===== config.mk =====
export PLATFORM = sky130hd
export DESIGN_NAME = dm_arbiter
export DESIGN_NICKNAME = d
export VERILOG_FILES = /design/src/rtl/dm_arbiter.sv
export SDC_FILE = /design/constraint.sdc
export NUM_CORES = 1
export LEC_CHECK = 0
export ABC_AREA = 1
export ABC_CLOCK_PERIOD_IN_PS = 3400
export CORE_AREA = 2 2 95 97
export CTS_CLUSTER_DIAMETER = 150
export DETAILED_ROUTE_END_ITERATION = 12
export DIE_AREA = 0 0 97 99
export GPL_TIMING_DRIVEN = 0
export HOLD_SLACK_MARGIN = 0.06
export PLACE_DENSITY = 0.83
export SLEW_MARGIN = 5
export SYNTH_ARGS = -nofsm -noshare
export SYNTH_HDL_FRONTEND = slang
export SYNTH_SLANG_ARGS = --single-unit

===== constraint.sdc =====
create_clock -name clk -period 3.4 [get_ports clk]
set_clock_uncertainty 0.1 [all_clocks]
set_input_delay 0.68 -clock clk [delete_from_list [all_inputs] [get_ports clk]]
set_output_delay 0.68 -clock clk [all_outputs]
set_load 0.03 [all_outputs]

===== src/rtl/dm_arbiter.sv =====
// Single-port data-memory arbiter: shares dm_4k between the MEM stage and an
// external valid/ready requester, with starvation relief and bounded locked bursts.
module dm_arbiter #(
    parameter int AW           = 12,
    parameter int STARVE_LIMIT = 4,
    parameter int MAX_BURST    = 8
) (
    input  logic          clk,
    input  logic          rst_n,
    input  logic          p_valid,
    input  logic          p_we,
    input  logic          p_sb,
    input  logic          p_lb,
    input  logic          p_lbu,
    input  logic [AW-1:0] p_addr,
    input  logic [31:0]   p_wdata,
    output logic [31:0]   p_rdata,
    output logic          p_stall,
    input  logic          x_valid,
    input  logic          x_we,
    input  logic          x_sb,
    input  logic          x_lb,
    input  logic          x_lbu,
    input  logic          x_lock,
    input  logic [AW-1:0] x_addr,
    input  logic [31:0]   x_wdata,
    output logic          x_ready,
    output logic [31:0]   x_rdata,
    output logic          x_rvalid,
    output logic [AW-1:0] mem_addr,
    output logic [31:0]   mem_wdata,
    output logic          mem_we,
    output logic          mem_sb,
    output logic          mem_lb,
    output logic          mem_lbu,
    input  logic [31:0]   mem_rdata
);

    typedef enum logic [0:0] {
        ARB   = 1'b0,
        XLOCK = 1'b1
    } state_t;

    localparam logic [3:0] STARVE_MAX = 4'(STARVE_LIMIT);
    localparam logic [7:0] BURST_MAX  = 8'(MAX_BURST);
    localparam logic       LOCK_EN    = (MAX_BURST > 1) ? 1'b1 : 1'b0;

    state_t      state_q, state_d;
    logic [3:0]  starve_cnt_q, starve_cnt_d;
    logic [7:0]  beat_cnt_q, beat_cnt_d;
    logic [31:0] x_rdata_q, x_rdata_d;
    logic        x_rvalid_q, x_rvalid_d;

    logic        x_ready_s;
    logic        grant_x_s;
    logic        burst_last_s;

    // Readiness of the external port; forced low while reset is asserted.
    always_comb begin
        x_ready_s = 1'b0;
        if (!rst_n) begin
            x_ready_s = 1'b0;
        end else if (state_q == XLOCK) begin
            x_ready_s = 1'b1;
        end else begin
            x_ready_s = !p_valid || (starve_cnt_q == STARVE_MAX);
        end
    end

    assign grant_x_s    = x_valid && x_ready_s;
    assign burst_last_s = ((beat_cnt_q + 8'd1) == BURST_MAX);

    // Memory port mux: the granted external beat overrides the pipeline.
    always_comb begin
        mem_addr  = p_addr;
        mem_wdata = p_wdata;
        mem_sb    = p_sb;
        mem_lb    = p_lb;
        mem_lbu   = p_lbu;
        mem_we    = 1'b0;
        if (grant_x_s) begin
            mem_addr  = x_addr;
            mem_wdata = x_wdata;
            mem_sb    = x_sb;
            mem_lb    = x_lb;
            mem_lbu   = x_lbu;
            mem_we    = x_we;
        end else if (rst_n) begin
            mem_we    = p_valid && p_we;
        end else begin
            mem_we    = 1'b0;
        end
    end

    // Next-state logic for arbitration state, starvation and burst counters.
    always_comb begin
        state_d      = state_q;
        starve_cnt_d = starve_cnt_q;
        beat_cnt_d   = beat_cnt_q;
        x_rdata_d    = x_rdata_q;
        x_rvalid_d   = 1'b0;
        if (grant_x_s) begin
            x_rdata_d  = mem_rdata;
            x_rvalid_d = 1'b1;
        end else begin
            x_rdata_d  = x_rdata_q;
            x_rvalid_d = 1'b0;
        end
        case (state_q)
            ARB: begin
                if (grant_x_s) begin
                    starve_cnt_d = 4'd0;
                    if (x_lock && LOCK_EN) begin
                        state_d    = XLOCK;
                        beat_cnt_d = 8'd1;
                    end else begin
                        state_d    = ARB;
                    end
                end else if (x_valid && (starve_cnt_q != STARVE_MAX)) begin
                    starve_cnt_d = starve_cnt_q + 4'd1;
                end else begin
                    starve_cnt_d = starve_cnt_q;
                end
            end
            XLOCK: begin
                starve_cnt_d = 4'd0;
                if (!x_valid) begin
                    state_d    = ARB;
                    beat_cnt_d = 8'd0;
                end else if (!x_lock || burst_last_s) begin
                    // Exiting with starve_cnt at 0 hands the next cycle to the pipeline.
                    state_d    = ARB;
                    beat_cnt_d = 8'd0;
                end else begin
                    beat_cnt_d = beat_cnt_q + 8'd1;
                end
            end
            default: begin
                state_d      = ARB;
                starve_cnt_d = 4'd0;
                beat_cnt_d   = 8'd0;
            end
        endcase
    end

    // State and counter registers.
    always_ff @(posedge clk or negedge rst_n) begin
        if (!rst_n) begin
            state_q      <= ARB;
            starve_cnt_q <= 4'd0;
            beat_cnt_q   <= 8'd0;
            x_rdata_q    <= 32'd0;
            x_rvalid_q   <= 1'b0;
        end else begin
            state_q      <= state_d;
            starve_cnt_q <= starve_cnt_d;
            beat_cnt_q   <= beat_cnt_d;
            x_rdata_q    <= x_rdata_d;
            x_rvalid_q   <= x_rvalid_d;
        end
    end

    assign x_ready  = x_ready_s;
    assign p_stall  = p_valid && grant_x_s;
    assign p_rdata  = mem_rdata;
    assign x_rdata  = x_rdata_q;
    assign x_rvalid = x_rvalid_q;

endmodule


==> qor.csv <==
stage;metric;value;unit
setup_path;Worst R2R Path Depth;11;
run;# Max-Cap Violations;0;
die;Core Area;8550;um^2
drt;total number of vias;3610;
placed_design;DPL Wire Length;9460;um
drt;post-route ant nets;0;
finish;fillcell total;724;
setup_path;Bufs and invs on worst path;4;
power_and_ir_drop;clock share of power;20.5;%
setup_path;R2R Setup Slk;1.64;ns
timing;Slew headroom;62.4;%
die;# IOs;248;
setup_path;crit path DAT;2.46;ns
clock_network;clk sinks;46;
yosys;Mapped Cells;430;
setup_path;CP startpoint kind;input port;
power_and_ir_drop;Psw;0.939;mW
finish;most frequent cells in the layout;nand2_1, clkdlybuf4s50_1, dlygate4sd2_1, dfrtp_1, buf_4;
grt;vias in the first global route;3575;
die;Initial Util;34.6;%
power_and_ir_drop;Leak;2.87;nW
yosys;Avg Inst Size Synth;6.87;um^2
finish;area grow syn2layout;91.6;%
clock_network;Hold-fix buffers, CTS;0;
clock_network;Num CTS Buffers;5;
finish;fin nets;821;
timing;fin crit period;3.24;ns
drt;# DRC;0;
power_and_ir_drop;Net Sw Frac;38.4;%
yosys;#FFs+latches synth;46;
timing;Max Fclk;309;MHz
clock_network;clk buf depth;2;
timing;fin crit share;95.2;%
setup_path;CP top delay family;buffers and inverters;
drt;Via density;4.55;
clock_network;clock slew at reported path FFs;0.09;ns
setup_path;kind of end point of the critical path;output port;
finish;Finished Layout Cells;794;
yosys;syn_nets;566;
finish;diode count;0;
yosys;Primary FF master, synth;dfrtp_1;
yosys;mapped cell area;2960;um^2
drt;final wirelength;11400;um
grt;first-pass GRT wire length;17900;um
finish;Final Cell Area;5660;um^2
timing;actual slew at the worst max-slew pin;0.564;ns
drt;met2 routed WL;5940;um
timing;unrepaired setup endpoints after global routing;no;
placed_design;Post-DP Area;5580;um^2
clock_network;Clock Latency Late Sink;0.29;ns
drt;First DRT Iteration DRCs;96;
grt;pin count of the biggest net entering global routing;29;
clock_network;CTS tree;built;
finish;most common cell after layout, fill and taps aside;nand2_1;
yosys;Post-synth EDFFs;0;
die;die area;9600;um^2
setup_path;slowest stage cell, crit path;clkdlybuf4s50_1;
clock_network;H-Tree Depth;2;
setup_path;Crit Path Max Fanout;10;
setup_path;WS Path Type;in -> out;
drt;met1 WL;4480;um
finish;layout cells sized above 1;11.5;%
power_and_ir_drop;power density over the cells;432;nW/um^2
setup_path;Worst Path Required;2.62;ns
setup_path;delay of the slowest critical-path stage;0.52;ns
setup_path;Worst path most repeated cell;nand2_1;
clock_network;clock root buffer;clkbuf_8;
setup_path;FF-to-FF End;x_rdata[21]$_DFFE_PN0N_;
yosys;fraction of registers with async set/reset;100;%
drt;Pre-Repair DR Iteration Count;4;
yosys;synth unique cells;27;
drt;DR top layer;met4;
drt;wire length on met3;736;um
yosys;Ys Warns;0;
timing;final hold vios;0;
grt;initial antenna violation count;0;
drt;routed length per placed instance;14.3;um
setup_path;Reg2Reg Launch Point;starve_cnt_q[0]$_DFFE_PN0P_;
power_and_ir_drop;Power, Total;2.45;mW
die;height of the die;99;um
die;row count;34;
setup_path;CP cell instances;clkdlybuf4s50_1 -> nand3_2 -> nand2_1 -> inv_2 -> nand2_4 -> buf_2 -> nand2_1 -> nand2_1 -> dlygate4sd2_1;
power_and_ir_drop;Flop pwr share;30.6;%
timing;max-slew violations;0;
power_and_ir_drop;Max VDD drop;315;uV
placed_design;placed insts;786;
placed_design;GP Congestion;0.923;
power_and_ir_drop;Power Internal;1.51;mW
min_path;worst hold path type;in -> async;
placed_design;I/O Buffers;247;
yosys;sequential area share after synthesis;39.0;%
grt;grt total ovfl;0;
run_status;status;finished clean;
grt;GRT Overall Usage;23.0;%
timing;Final Setup Violations;0;
power_and_ir_drop;combinational fraction of design power;48.9;%
die;die width;97;um
power groups by stage:
stage / registers, mW / logic [mW] / clock network [mW]
6_report: 0.749 / 1.20 / 0.501
5_1_grt: 0.768 / 1.27 / 0.537
4_1_cts: 0.749 / 1.21 / 0.513
3_5_place_dp: 0.758 / 1.24 / 0
3_3_place_gp: 0.751 / 1.22 / 0
2_1_floorplan: 0.951 / 0.436 / 0
area by class of cell:
cell class	instances	area [um^2]	share of cell area, %
plain buffers	48	370	6.54
clock buffers	6	82.6	1.46
clock inverters	2	60.1	1.06
inverters	17	68.8	1.22
multi-input cells	319	1370	24.1
flip-flops and latches	46	1150	20.3
well taps	108	135	2.39
repair buffers	248	2430	42.9
Yosys cell counts, types with 3 or more instances:
cell	count	share of area, %
nor2_1	10	1.3
o21ai_2	3	0.89
o21ai_0	3	0.51
nand2_1	268	34
buf_4	32	8.1
buf_2	8	1.4
nand3_1	11	1.9
buf_6	8	3.0
nand2_2	3	0.64
inv_2	4	0.51
inv_1	12	1.5
ha_1	3	1.3
dfrtp_1	46	39
stage by stage:
step | hold WS, ns | utilization (%) | TNS [ns] | setup WS, ns
after floorplan | 0.284 | - | 0 | 0.797
after global placement | 0.360 | 65.1 | -107.39 | -1.87
after detailed placement | 0.365 | 65.2 | -4.53 | -0.165
after CTS | 0.275 | 66.2 | 0 | 0.0240
after global routing | 0.279 | 66.2 | 0 | 0.0285
final | 0.268 | 66.2 | 0 | 0.162
kinds of logic (layout without fill, tap and decap cells):
logic type | Yosys count | in the layout | synth area share [%]
compound gates | 12 | 12 | 2.75
xor+xnor | 3 | 3 | 0.889
fa+ha+maj | 3 | 3 | 1.27
buf+inv | 65 | 321 | 14.9
flops | 46 | 46 | 38.9
simple gates | 301 | 301 | 41.3
sequential cells by signal, indices dropped and copies added (netlist names):
| name | flops |
|---|---|
| x_rdata | 32 |
| beat_cnt_q | 8 |
| starve_cnt_q | 4 |
| state_q | 1 |
| x_rvalid | 1 |
routing by layer:
metal  track usage, %  vias up
li1                 -     1779
met1             27.2     1663
met2             42.9      152
met3             4.33       16
met4             5.85        0
met5                0        -
worst register-to-register path, cell delays in order, from the launching register on:
cell and delay [ns]:
dfrtp_1 0.41, inv_1 0.09, ha_1 0.16, nand3_1 0.11, nand3_2 0.11, nand2_1 0.07
inv_2 0.10, nand2_4 0.12, inv_6 0.17, buf_6 0.16, nand2_1 0.06, nand2_1 0.06
worst max-delay path by stage:
stage	start	to	slack, ns	depth (start not counted)
CTS	p_valid	p_stall	0.02	8
detailed placement	p_valid	mem_wdata[0]	-0.16	10
global route	p_valid	mem_wdata[0]	0.03	10
global placement	rst_n	mem_wdata[0]	-1.87	9
finish	p_valid	mem_wdata[0]	0.16	9
floorplan	starve_cnt_q[0]$_DFFE_PN0P_	mem_we	0.80	9
timing repair:
item                                    in CTS  in global routing
gates cloned                                 0                  0
buffers inserted                             0                  0
endpoints found under the hold margin        0                  0
endpoints found under the setup margin      48                  1
resized for setup                           48                  1
Power figures use the tool's default switching activity.
